--- config.mk ---
export PLATFORM = sky130hd
export DESIGN_NAME = pipeline_hazard_ctrl
export DESIGN_NICKNAME = d
export VERILOG_FILES = /design/src/rtl/pipeline_hazard_ctrl.sv
export SDC_FILE = /design/constraint.sdc
export NUM_CORES = 1
export LEC_CHECK = 0
export CAP_MARGIN = 0
export CORE_UTILIZATION = 40
export DETAILED_ROUTE_END_ITERATION = 10
export PLACE_DENSITY = 0.78
export SETUP_SLACK_MARGIN = 0.3
export SLEW_MARGIN = 20
export SYNTH_ARGS = -nofsm -noshare
export SYNTH_HDL_FRONTEND = slang
export SYNTH_SLANG_ARGS = --single-unit
--- constraint.sdc ---
create_clock -name clk -period 2.1 [get_ports clk]
set_clock_uncertainty 0.15 [all_clocks]
set_input_delay 0.42 -clock clk [delete_from_list [all_inputs] [get_ports clk]]
set_output_delay 0.42 -clock clk [all_outputs]
set_load 0.005 [all_outputs]
--- src/rtl/pipeline_hazard_ctrl.sv ---
// Stall/flush sequencer for the 5-stage pipeline: load-use bubbles, branch flushes, CALL/RET sequencing.
// Optional HAZ_PERF_EN adds saturating stall/flush performance counters.
module pipeline_hazard_ctrl #(
  parameter int ADDR_W   = 3,
  parameter int RET_WAIT = 2,
  parameter int CNT_W    = 16
) (
  input  logic              clk,
  input  logic              rst_n,
  input  logic [ADDR_W-1:0] id_RsrcAddress,
  input  logic [ADDR_W-1:0] id_RdstAddress,
  input  logic              id_useRsrc,
  input  logic              id_useRdst,
  input  logic              id_call,
  input  logic              id_ret,
  input  logic              ie_memRead,
  input  logic              ie_WB,
  input  logic [ADDR_W-1:0] ie_RdstAddress,
  input  logic              im_branchTaken,
  output logic              stall_if_id,
  output logic              stall_id_ie,
  output logic              pc_hold,
  output logic              flush_if_id,
  output logic              flush_id_ie,
  output logic              flush_ie_im,
  output logic              fwd_pc_high_call,
  output logic              fwd_pc_low_call,
`ifdef HAZ_PERF_EN
  output logic [CNT_W-1:0]  perf_stall_cnt,
  output logic [CNT_W-1:0]  perf_flush_cnt,
`endif
  output logic              busy
);

  typedef enum logic [2:0] {
    RUN, CALL_HI, CALL_LO, RET_HI, RET_LO, RET_WT
  } state_t;

  localparam logic [3:0] WAIT_LOAD = 4'(RET_WAIT - 1);

  state_t     state, next_state;
  logic [3:0] cnt, next_cnt;
  logic       lu;
  logic       s_if_id, s_id_ie, hold, f_if_id, f_id_ie, f_ie_im, f_hi, f_lo;

  assign lu = ie_memRead & ie_WB &
              ((id_useRsrc & (id_RsrcAddress == ie_RdstAddress)) |
               (id_useRdst & (id_RdstAddress == ie_RdstAddress)));

  always_comb begin
    next_state = state;
    next_cnt   = cnt;
    s_if_id    = 1'b0;
    s_id_ie    = 1'b0;
    hold       = 1'b0;
    f_if_id    = 1'b0;
    f_id_ie    = 1'b0;
    f_ie_im    = 1'b0;
    f_hi       = 1'b0;
    f_lo       = 1'b0;
    if (im_branchTaken) begin
      // A taken branch overrides everything and aborts any CALL/RET in flight.
      f_if_id    = 1'b1;
      f_id_ie    = 1'b1;
      f_ie_im    = 1'b1;
      next_state = RUN;
      next_cnt   = 4'd0;
    end else begin
      case (state)
        RUN: begin
          if (lu) begin
            s_if_id = 1'b1;
            hold    = 1'b1;
            f_id_ie = 1'b1;
          end else if (id_call) begin
            next_state = CALL_HI;
          end else if (id_ret) begin
            next_state = RET_HI;
          end
        end
        CALL_HI: begin
          f_hi       = 1'b1;
          s_if_id    = 1'b1;
          hold       = 1'b1;
          next_state = CALL_LO;
        end
        CALL_LO: begin
          f_lo       = 1'b1;
          s_if_id    = 1'b1;
          hold       = 1'b1;
          next_state = RUN;
        end
        RET_HI: begin
          s_if_id    = 1'b1;
          hold       = 1'b1;
          next_state = RET_LO;
        end
        RET_LO: begin
          s_if_id    = 1'b1;
          hold       = 1'b1;
          next_state = RET_WT;
          next_cnt   = WAIT_LOAD;
        end
        RET_WT: begin
          s_if_id = 1'b1;
          s_id_ie = 1'b1;
          if (cnt == 4'd0) begin
            f_if_id    = 1'b1;
            next_state = RUN;
          end else begin
            hold     = 1'b1;
            next_cnt = cnt - 4'd1;
          end
        end
        default: begin
          next_state = RUN;
          next_cnt   = 4'd0;
        end
      endcase
    end
  end

  // Outputs are forced low while reset is asserted, independent of inputs.
  assign stall_if_id      = rst_n & s_if_id;
  assign stall_id_ie      = rst_n & s_id_ie;
  assign pc_hold          = rst_n & hold;
  assign flush_if_id      = rst_n & f_if_id;
  assign flush_id_ie      = rst_n & f_id_ie;
  assign flush_ie_im      = rst_n & f_ie_im;
  assign fwd_pc_high_call = rst_n & f_hi;
  assign fwd_pc_low_call  = rst_n & f_lo;
  assign busy             = rst_n & (state != RUN);

  always_ff @(posedge clk or negedge rst_n) begin
    if (!rst_n) begin
      state <= RUN;
      cnt   <= 4'd0;
    end else begin
      state <= next_state;
      cnt   <= next_cnt;
    end
  end

`ifdef HAZ_PERF_EN
  always_ff @(posedge clk or negedge rst_n) begin
    if (!rst_n) begin
      perf_stall_cnt <= '0;
      perf_flush_cnt <= '0;
    end else begin
      if (pc_hold && (perf_stall_cnt != '1))
        perf_stall_cnt <= perf_stall_cnt + 1'b1;
      if ((flush_if_id | flush_id_ie | flush_ie_im) && (perf_flush_cnt != '1))
        perf_flush_cnt <= perf_flush_cnt + 1'b1;
    end
  end
`endif

endmodule

==> metrics.md, run 1 <==
| Metric | Value |
|---|---|
| Outcome | complete, but fails checks |
| Failing checks | negative setup slack |
| Most common cell after layout, fill and taps aside | buf_4 |
| Die Y | 40.55 um |
| Synthesized Nets | 95 |
| Register area | 175.2 um2 |
| Finish-stage setup viols | 1 |
| Initial antenna violation count | 0 |
| Comb pwr share | 48.9% |
| Crit. End Element | primary output |
| Fmax | 0.4704 GHz |
| Multi-input logic area | 494.2 um2 |
| Mapped Cells | 76 |
| Unrepaired setup endpoints after global routing | yes |
| Routed WL | 2871 um |
| CP max FO | 3 |
| Fin area | 0.001229 mm2 |
| Lkg Pwr | 0.5637 nW |
| Largest net degree at the start of global routing | 9 |
| GRT overflow | 0 |
| Via density | 5.853 |
| Die ar. | 0.001644 mm2 |
| Vias | 913 |
| Worst-path clk slew | 50 ps |
| Average instance area after synthesis | 7.820 um2 |
| Syn Std Cell Area | 594.3 um2 |
| Worst R2R Setup Slack | 200 ps |
| PD cells | 413.4 mW/mm2 |
| Fraction of layout cells with a size suffix above 1 | 58.16% |
| Pre-CTS setup slack | -607.2 ps |
| DRC violations left | 0 |
| Max clock buf depth | 2 |
| Worst EP required | 1530 ps |
| Worst hold path class | in -> async |
| Boundary Pins | 27 |
| Internal Power | 0.0003536 W |
| IO buf count | 26 |
| CTS tree | yes |
| Routability cong. | 0.8728 |
| Layout Nets | 161 |
| CORE AREA | 0.001334 mm2 |
| Slew Viols, Final | 0 |
| DRT iter0 DRCs | 27 |
| Max_slew headroom | 80.43% |
| Switching portion of total power | 30.37% |
| Power, Total | 0.0005079 W |
| Worst hold margin | 259.1 ps |
| Sequential power share | 28.5% |
| Min Tclk post-route | 2126 ps |
| Fin. Hold Viols | 0 |
| Max-Cap Viols | 0 |
| Setup Crit Path Kind | reg -> out |
| Commonest non-fill, non-tap cells in the layout | 29 x buf_4, 17 x buf_2, 10 x buf_6 |
| Top cells by area, synth | dfrtp_1 29%, xnor2_1 8.8%, a21oi_1 5.9%, nand3b_1 5.1%, nor2_1 5.1% |
| Synth area leader | dfrtp_1 |
| Vias in the first global route | 836 |
| Post-route ant nets | 0 |
| Worst skew pair latency | 240 ps |
| Worst setup margin | -25.93 ps |
| Dpl hpwl | 1260 um |
| Met2 track demand over resource | 60.71% |
| Period utilization | 101.2% |
| Post-synthesis sequential area ratio | 29.47% |
| First-pass GRT wire length | 3601 um |
| R2R depth | 7 |
| Netlist cell types | 27 |
| Largest vdd supply drop | 0.3796 mV |
| Synthesis-to-finish area growth | 106.7% |
| Die width | 40.55 um |
| Crit path DAT | 1560 ps |
| GRT Resource Usage Total | 34.91% |
| H-tree depth | 1 |
| ANT cells | 0 |
| Num CTS Buffers | 3 |
| Clock power share | 22.5% |
| Fill cell count | 45 |
| Mean routed wirelength per cell | 18.40 um |
| Top Usage Layer GRT | met2 |
| GR Util met1 | 33.90% |
| Initial Utilization | 44.56% |
| GRT met3 Usage | 9.444% |
| Synth warnings | 0 |
| TNS Setup | -25.93 ps |
| P_sw | 0.0001543 W |
| CTS Sinks | 7 |
| Startpoint Class | flop |
| Post-synth top area share | 29.47% |
| Drt first pass iters | 4 |
| Row cnt | 13 |
| CTS root buffer | clkbuf_4 |
| DP Area | 969.7 um2 |
| Worst-Margin Slew | 291.3 ps |
| Synthesized flop and latch total | 7 |
## kinds of logic (layout without fill, tap and decap cells)
family / after synthesis / in the layout / share of synthesized area, %
AO/OA/AOI/OAI: 16 / 16 / 17.47
XOR/XNOR: 6 / 6 / 8.842
adder cells (fa/ha/maj): 1 / 1 / 2.105
buffers and inverters: 7 / 72 / 5.894
flip-flops: 7 / 7 / 29.47
AND/OR/NAND/NOR: 39 / 39 / 36.21
## per-stage QoR
stage          cells  util (%)
4_1_cts          153     87.05
2_1_floorplan     76         -
3_5_place_dp     129     72.70
3_3_place_gp     129     72.70
6_report         156     92.12
5_1_grt          156     92.12
## flip-flops by register name, summed over array words and instances, names as in the netlist
register  flops
state         3
cnt           4
## per-layer routing
| metal | wire, um | vias up | share of wire [%] |
|---|---|---|---|
| li1 | - | 399 | - |
| met1 | 966 | 447 | 34 |
| met2 | 1586 | 53 | 55 |
| met3 | 189 | 14 | 6.6 |
| met4 | 127 | 0 | 4.4 |
| met5 | 0 | - | 0 |
## synth_stat cells
cell type and number:
nor2b_1 3, nand2_1 6, xnor2_1 6, o21ai_0 3
nand3_1 2, or3b_1 1, nor3_1 5, clkbuf_1 2
and2_1 1, dfrtp_1 7, buf_6 1, nor3b_1 2
a21oi_1 7, ha_1 1, buf_2 1, and3_1 1
nand3b_1 4, a31o_1 1, o21a_1 2, nor2_1 8
a211oi_2 1, nor4b_1 2, nand4_1 2, nand2b_1 2
o32a_1 1, inv_1 3, a211oi_1 1
## area by class of cell
cell class                      count  area share (%)
Tap cell                           15           1.527
Multi-Input combinational cell     62           40.22
Sequential cell                     7           14.26
Timing Repair Buffer               65           40.94
Inverter                            3          0.9165
Clock buffer                        4           2.138
## final timing paths
| kind | start | endpoint |
|---|---|---|
| max | cnt[0] | flush_if_id |
| min | rst_n | state[2] |
| max reg2reg | cnt[0] | cnt[0] |
| min reg2reg | cnt[2] | cnt[2] |
| max in group asynchronous | rst_n | cnt[2] |
| min in group clk | cnt[2] | cnt[2] |
## repair_timing
| action | in CTS | in global routing |
|---|---|---|
| buffers inserted | 20 | 3 |
| hold buffers | 0 | 0 |
| pin swaps | 21 | 10 |
| resized for setup | 98 | 14 |
| setup endpoints to repair | 10 | 10 |
## worst max-delay path, cell delays in order (launching register included)
cell and delay, ps:
dfrtp_1 390, inv_2 80, ha_4 130, or3b_4 390, nor2_1 100, o21a_1 120, buf_2 100
## power groups by stage
stage                     clock network, W   logic, W  registers [W]
final                             0.000114   0.000249       0.000145
after global routing              0.000125   0.000264       0.000145
after CTS                         0.000122   0.000211       0.000144
after detailed placement                 0   0.000159       0.000145
after global placement                   0   0.000156       0.000145
after floorplan                          0  0.0000715       0.000145
Power figures use the tool's default switching activity.
==> inputs of run 2 (changes only) <==
--- a/config.mk
+++ b/config.mk
@@ -8,6 +8,7 @@
 export CAP_MARGIN = 0
 export CORE_UTILIZATION = 40
 export DETAILED_ROUTE_END_ITERATION = 10
+export GPL_TIMING_DRIVEN = 0
 export PLACE_DENSITY = 0.78
 export SETUP_SLACK_MARGIN = 0.3
 export SLEW_MARGIN = 20
==> metrics.md, run 2 (synthesis gave the netlist of run 1 again) <==
| Metric | Value |
|---|---|
| Initial Utilization | 44.56% (unchanged) |
| ANT cells | 0 (unchanged) |
| Slowest CP cell | dfrtp_1 |
| GRT Resource Usage Total | 36.66% (+1.7 points) |
| Largest net degree at the start of global routing | 10 (+1) |
| Synthesis-to-finish area growth | 99.58% |
| Fin area | 0.001186 mm2 (-3.5%) |
| Failing checks | negative setup slack |
| IO buf count | 26 (unchanged) |
| Max clock buf depth | 2 (unchanged) |
| Finish-stage setup viols | 3 (+2) |
| Worst stage delay on the critical path | 400 ps (about the same) |
| GRT overflow | 0 (unchanged) |
| Post-route ant nets | 0 (unchanged) |
| Fin. Hold Viols | 0 (unchanged) |
| Vias | 893 (-2.2%) |
| Die ar. | 0.001644 mm2 (unchanged) |
| Startpoint Class | flop |
| Die Y | 40.55 um (unchanged) |
| First-pass GRT wire length | 3691 um (+2.5%) |
| Max reg flops | 4 (unchanged) |
| Mean routed wirelength per cell | 21.59 um (+17%) |
| Outcome | complete, but fails checks |
| Internal Power | 0.0003368 W (-4.8%) |
| Via density | 6.159 (+5.2%) |
| DRT iter0 DRCs | 41 (+52%) |
| PD cells | 428.9 mW/mm2 (+3.8%) |
| DP Area | 873.3 um2 (-9.9%) |
| DRC violations left | 0 (unchanged) |
| CTS tree | yes |
| Comb pwr share | 45.7% (-3.2 points) |
| Lkg Pwr | 0.5493 nW (-2.6%) |
| Worst-path clk slew | 70 ps (+20 ps) |
| Fin util | 88.93% (-3.2 points) |
| Switching portion of total power | 33.81% (+3.4 points) |
| Most flops, register | cnt |
| Row cnt | 13 (unchanged) |
| Initial antenna violation count | 0 (unchanged) |
| Setup Crit Path Kind | reg -> out |
| Worst setup margin | -63.82 ps (-37.89 ps) |
| Routed WL | 3131 um (+9.1%) |
| CTS root buffer | clkbuf_4 |
| CP max FO | 3 (unchanged) |
| Boundary Pins | 27 (unchanged) |
| Crit path DAT | 1590 ps (+30 ps) |
| Period utilization | 103.0% (+1.8 points) |
| Clock power share | 25.7% (+3.2 points) |
| Worst hold path class | in -> reg |
| Most common cell after layout, fill and taps aside | buf_4 |
| Max-Cap Viols | 0 (unchanged) |
| TNS Setup | -119.7 ps (-93.80 ps) |
| Biggest regs | cnt x4, state x3 |
| Drt first pass iters | 4 (unchanged) |
| Fmax | 0.4621 GHz (-1.8%) |
| Die width | 40.55 um (unchanged) |
| Worst-Margin Slew | 385.4 ps (+94.12 ps) |
| Dpl hpwl | 1140 um (-9.6%) |
| Layout Nets | 150 (-6.8%) |
| Slew Viols, Final | 0 (unchanged) |
| Num CTS Buffers | 3 (unchanged) |
| Unrepaired setup endpoints after global routing | yes |
| Commonest non-fill, non-tap cells in the layout | 19 x buf_4, 14 x buf_2, 7 x buf_6, 7 x dfrtp_1 |
| Min Tclk post-route | 2164 ps (+37.89 ps) |
| H-tree depth | 1 (unchanged) |
| Largest vdd supply drop | 0.4016 mV (+5.8%) |
| P_sw | 0.0001720 W (+12%) |
| Vias in the first global route | 786 (-6.0%) |
| Crit. End Element | primary output |
| Fraction of layout cells with a size suffix above 1 | 56.15% (-2.0 points) |
| Critical path's top delay family | simple AND/OR/NAND/NOR gates |
| Fill cell count | 56 (+24%) |
| Buffers and inverters on the worst path | 2 (unchanged) |
| CTS Sinks | 7 (unchanged) |
| CORE AREA | 0.001334 mm2 (unchanged) |
| Sequential power share | 28.6% (about the same) |
| Worst skew pair latency | 270 ps (+30 ps) |
| Routability cong. | 0.8588 (-1.6%) |
| Worst EP required | 1530 ps (about the same) |
| Max_slew headroom | 74.22% (-6.2 points) |
| Critical-path cell list | inv_2, ha_4, or3b_4, nor2_2, o21a_1, buf_2 |
run 2: changes by cell type in the layout (fill, tap and decap cells not counted), moves of 2 or more:
| cell | change |
|---|---|
| buf_6 | -3 |
| clkdlybuf4s15_1 | +2 |
| nor2b_2 | +2 |
| clkbuf_2 | +2 |
| xnor2_2 | +4 |
| xnor2_1 | -4 |
| dlygate4sd2_1 | -2 |
| buf_2 | -3 |
| clkdlybuf4s15_2 | -2 |
| buf_4 | -10 |
run 2: cell type report:
type	count	area, um2	area share [%]
plain buffers	4	51.30	4.325
clock buffers	3	22.52	1.899
clock inverters	1	5.005	0.4219
inverters	3	11.26	0.9494
multi-input cells	62	523.0	44.09
flip-flops and latches	7	175.2	14.77
well taps	15	18.77	1.582
repair buffers	50	379.1	31.96
run 2: worst paths after layout:
check | start | endpoint | slack (ps) | cells after the start
worst max-delay path | cnt[0] | flush_if_id | -60 | 6
worst min-delay path | im_branchTaken | cnt[2] | 450 | 4
worst max register to register | cnt[0] | cnt[0] | 300 | 6
worst min register to register | cnt[1] | cnt[1] | 510 | 3
max in group asynchronous | rst_n | cnt[3] | 950 | 2
min in group asynchronous | rst_n | cnt[0] | 560 | 2
run 2: power by group through the flow:
stage / registers (W) / logic [W] / clock network, W
after global placement: 0.000146 / 0.000137 / 0
after floorplan: 0.000145 / 0.0000715 / 0
final: 0.000145 / 0.000233 / 0.000131
after CTS: 0.000144 / 0.000185 / 0.000132
after global routing: 0.000145 / 0.000240 / 0.000144
after detailed placement: 0.000146 / 0.000138 / 0
run 2: stage by stage:
stage	setup slack (ps)	power, W	instances	hold slack, ps
2_1_floorplan	318.9	0.0002166	76	-25.59
3_3_place_gp	-723.4	0.0002822	117	377.2
3_5_place_dp	-725.8	0.0002838	117	390.5
4_1_cts	-33.92	0.0004615	140	489.3
5_1_grt	-89.66	0.0005290	145	436.5
6_report	-63.82	0.0005088	145	453.7
run 2: worst register-to-register path, cell delays in order (launching register included):
cell and delay, ps:
dfrtp_1 400, inv_2 80, ha_4 140, or3b_4 390, buf_4 150, a31o_1 190
a211oi_2 210
run 2: per-layer routing:
metal	wire length, um	track usage, %	up-vias	share of wire [%]
met5	0	0	-	0
met4	129	23.33	0	4.1
met3	371	11.11	21	12
met2	1521	59.92	84	49
met1	1109	40.74	411	35
li1	-	-	377	-
run 2: repair_timing:
action	4_1_cts	5_1_grt
setup endpoints to repair	9	10
hold buffers	1	0
buffers inserted	18	5
cloned	0	0
endpoints found under the hold margin	7	0
pin swaps	20	16
gates resized for setup	102	18
==> inputs of run 3 (changes only) <==
--- a/config.mk
+++ b/config.mk
@@ -15,3 +15,4 @@
 export SYNTH_ARGS = -nofsm -noshare
 export SYNTH_HDL_FRONTEND = slang
 export SYNTH_SLANG_ARGS = --single-unit
+export TNS_END_PERCENT = 5
==> constraint.sdc (replaced) <==
create_clock -name clk -period 2.1 [get_ports clk]
set_clock_uncertainty 0.15 [all_clocks]
set_input_delay 0.525 -clock clk [delete_from_list [all_inputs] [get_ports clk]]
set_output_delay 0.525 -clock clk [all_outputs]
set_load 0.005 [all_outputs]
==> metrics.md, run 3 (synthesis gave the netlist of run 1 again) <==
| Metric | Value |
|---|---|
| Outcome | complete, but fails checks |
| Failing checks | negative setup slack |
| Die ar. | 0.001644 mm2 (unchanged) |
| Biggest regs | cnt x4, state x3 |
| Worst hold margin | 411.7 ps (-42.01 ps) |
| Die Y | 40.55 um (unchanged) |
| IO buf count | 26 (unchanged) |
| Routability cong. | 0.7812 (-9.0%) |
| Slowest CP cell | dfrtp_1 |
| Most flops, register | cnt |
| Via density | 5.632 (-8.6%) |
| Synthesis-to-finish area growth | 74.32% |
| Fraction of layout cells with a size suffix above 1 | 48.31% (-7.8 points) |
| Worst-path clk slew | 60 ps (about the same) |
| Worst skew pair latency | 270 ps (about the same) |
| Commonest non-fill, non-tap cells in the layout | 14 x buf_2, 11 x buf_4, 6 x nor2_1, 6 x a21oi_1, 6 x dfrtp_1 |
| Largest net degree at the start of global routing | 11 (+1) |
| Max_slew headroom | 75.84% (+1.6 points) |
| Worst EP required | 1420 ps (-110 ps) |
| Layout Nets | 138 (-8.0%) |
| Max clock buf depth | 2 (unchanged) |
| Fin. Hold Viols | 0 (unchanged) |
| Mean routed wirelength per cell | 15.66 um (-27%) |
| Crit path DAT | 1520 ps (-70 ps) |
| Worst R2R Setup Slack | 280 ps (-20 ps) |
| Max-Cap Viols | 0 (unchanged) |
| Slew Viols, Final | 0 (unchanged) |
| DRT iter0 DRCs | 28 (-32%) |
| Critical-path cell list | inv_2, ha_4, or3b_4, nor2_2, o21a_1, buf_2 |
| Min Tclk post-route | 2199 ps (+35.65 ps) |
| Worst setup margin | -99.48 ps (-35.65 ps) |
| Finish-stage setup viols | 3 (unchanged) |
| CORE AREA | 0.001334 mm2 (unchanged) |
| Initial antenna violation count | 0 (unchanged) |
| GRT overflow | 0 (unchanged) |
| Num CTS Buffers | 3 (unchanged) |
| Final Non-Filler Cells | 133 (-8.3%) |
| Unrepaired setup endpoints after global routing | yes |
| ANT cells | 0 (unchanged) |
| CTS tree | yes |
| Initial Utilization | 44.56% (unchanged) |
| CTS root buffer | clkbuf_4 |
| Crit. End Element | primary output |
| Startpoint Class | flop |
| Worst-Margin Slew | 361.2 ps (-24.24 ps) |
| Period utilization | 104.7% (+1.7 points) |
| Row cnt | 13 (unchanged) |
| Vias | 749 (-16%) |
| Drt first pass iters | 4 (unchanged) |
| CP max FO | 3 (unchanged) |
| Routed WL | 2083 um (-33%) |
| Largest vdd supply drop | 0.3353 mV (-17%) |
| PD cells | 428.9 mW/mm2 (about the same) |
| Worst stage delay on the critical path | 390 ps (about the same) |
| Vias in the first global route | 664 (-16%) |
| Fmax | 0.4547 GHz (-1.6%) |
| Most common cell after layout, fill and taps aside | buf_2 |
| Worst hold path class | in -> reg |
| Die width | 40.55 um (unchanged) |
| Setup Crit Path Kind | reg -> out |
| Cell count after placement | 117 (unchanged) |
| Lkg Pwr | 0.4769 nW (-13%) |
| GRT Resource Usage Total | 29.74% (-6.9 points) |
| First-pass GRT wire length | 3042 um (-18%) |
| Boundary Pins | 27 (unchanged) |
| Post-route ant nets | 0 (unchanged) |
| Dpl hpwl | 1128 um (-1.0%) |
| CTS Sinks | 7 (unchanged) |
| H-tree depth | 1 (unchanged) |
| DRC violations left | 0 (unchanged) |
| Max reg flops | 4 (unchanged) |
-- run 3: final timing paths --
path | startpoint | end | cells past startpoint
max | cnt[1] | flush_if_id | 6
min | im_branchTaken | state[2] | 3
max reg2reg | state[1] | cnt[1] | 7
min reg2reg | cnt[2] | cnt[2] | 2
max in group asynchronous | rst_n | state[2] | 2
min in group asynchronous | rst_n | cnt[1] | 2
-- run 3: critical path: cells and delay by family, from the launching register on --
family | cells | cell delay, ps
fa+ha+maj | 1 | 130
simple gates | 2 | 460
buf+inv | 2 | 170
compound gates | 1 | 100
flops | 1 | 390
-- run 3: through the flow --
stage	power (W)	setup WS, ps	cell area, um2	setup TNS, ps	util (%)
6_report	0.0004443	-99.48	1036	-247.0	77.67
3_3_place_gp	0.0002828	-930.8	878.3	-6713	65.85
5_1_grt	0.0004650	-192.9	1036	-553.1	77.67
2_1_floorplan	0.0002174	219.2	599.3	0	-
3_5_place_dp	0.0002854	-976.0	878.3	-6779	65.85
4_1_cts	0.0004294	-135.8	1012	-426.6	75.89
-- run 3: repair_timing --
action                                  in CTS  in global routing
gates resized for setup                     92                 16
hold buffers                                 1                  0
pin swaps                                   18                 15
endpoints found under the setup margin       9                 12
endpoints found under the hold margin        7                  0
setup buffers                                9                  2
-- run 3: report_power, final --
| part | switching (W) | internal [W] | leakage, nW | total [W] |
|---|---|---|---|---|
| registers | 0.00000507 | 0.000140 | 0.0943 | 0.000145 |
| clock network | 0.0000628 | 0.0000703 | 0.0177 | 0.000133 |
| logic | 0.0000774 | 0.0000886 | 0.365 | 0.000166 |
| total | 0.000145 | 0.000299 | 0.477 | 0.000444 |
-- run 3: per-layer routing --
layer / global-route usage (%) / up-vias / routed length, um
li1: - / 353 / -
met5: 0 / - / 0
met2: 50.40 / 32 / 1053
met4: 10.00 / 0 / 32
met1: 36.61 / 358 / 879
met3: 6.667 / 6 / 117
-- run 3: cell type report --
class,instances,area (um2)
multi-input combinational,62,490.5
fill,94,297.8
timing repair buffer,38,265.3
sequential,7,176.4
buffer,4,46.29
clock buffer,3,22.52
tap,15,18.77
inverter,3,11.26
clock inverter,1,5.005
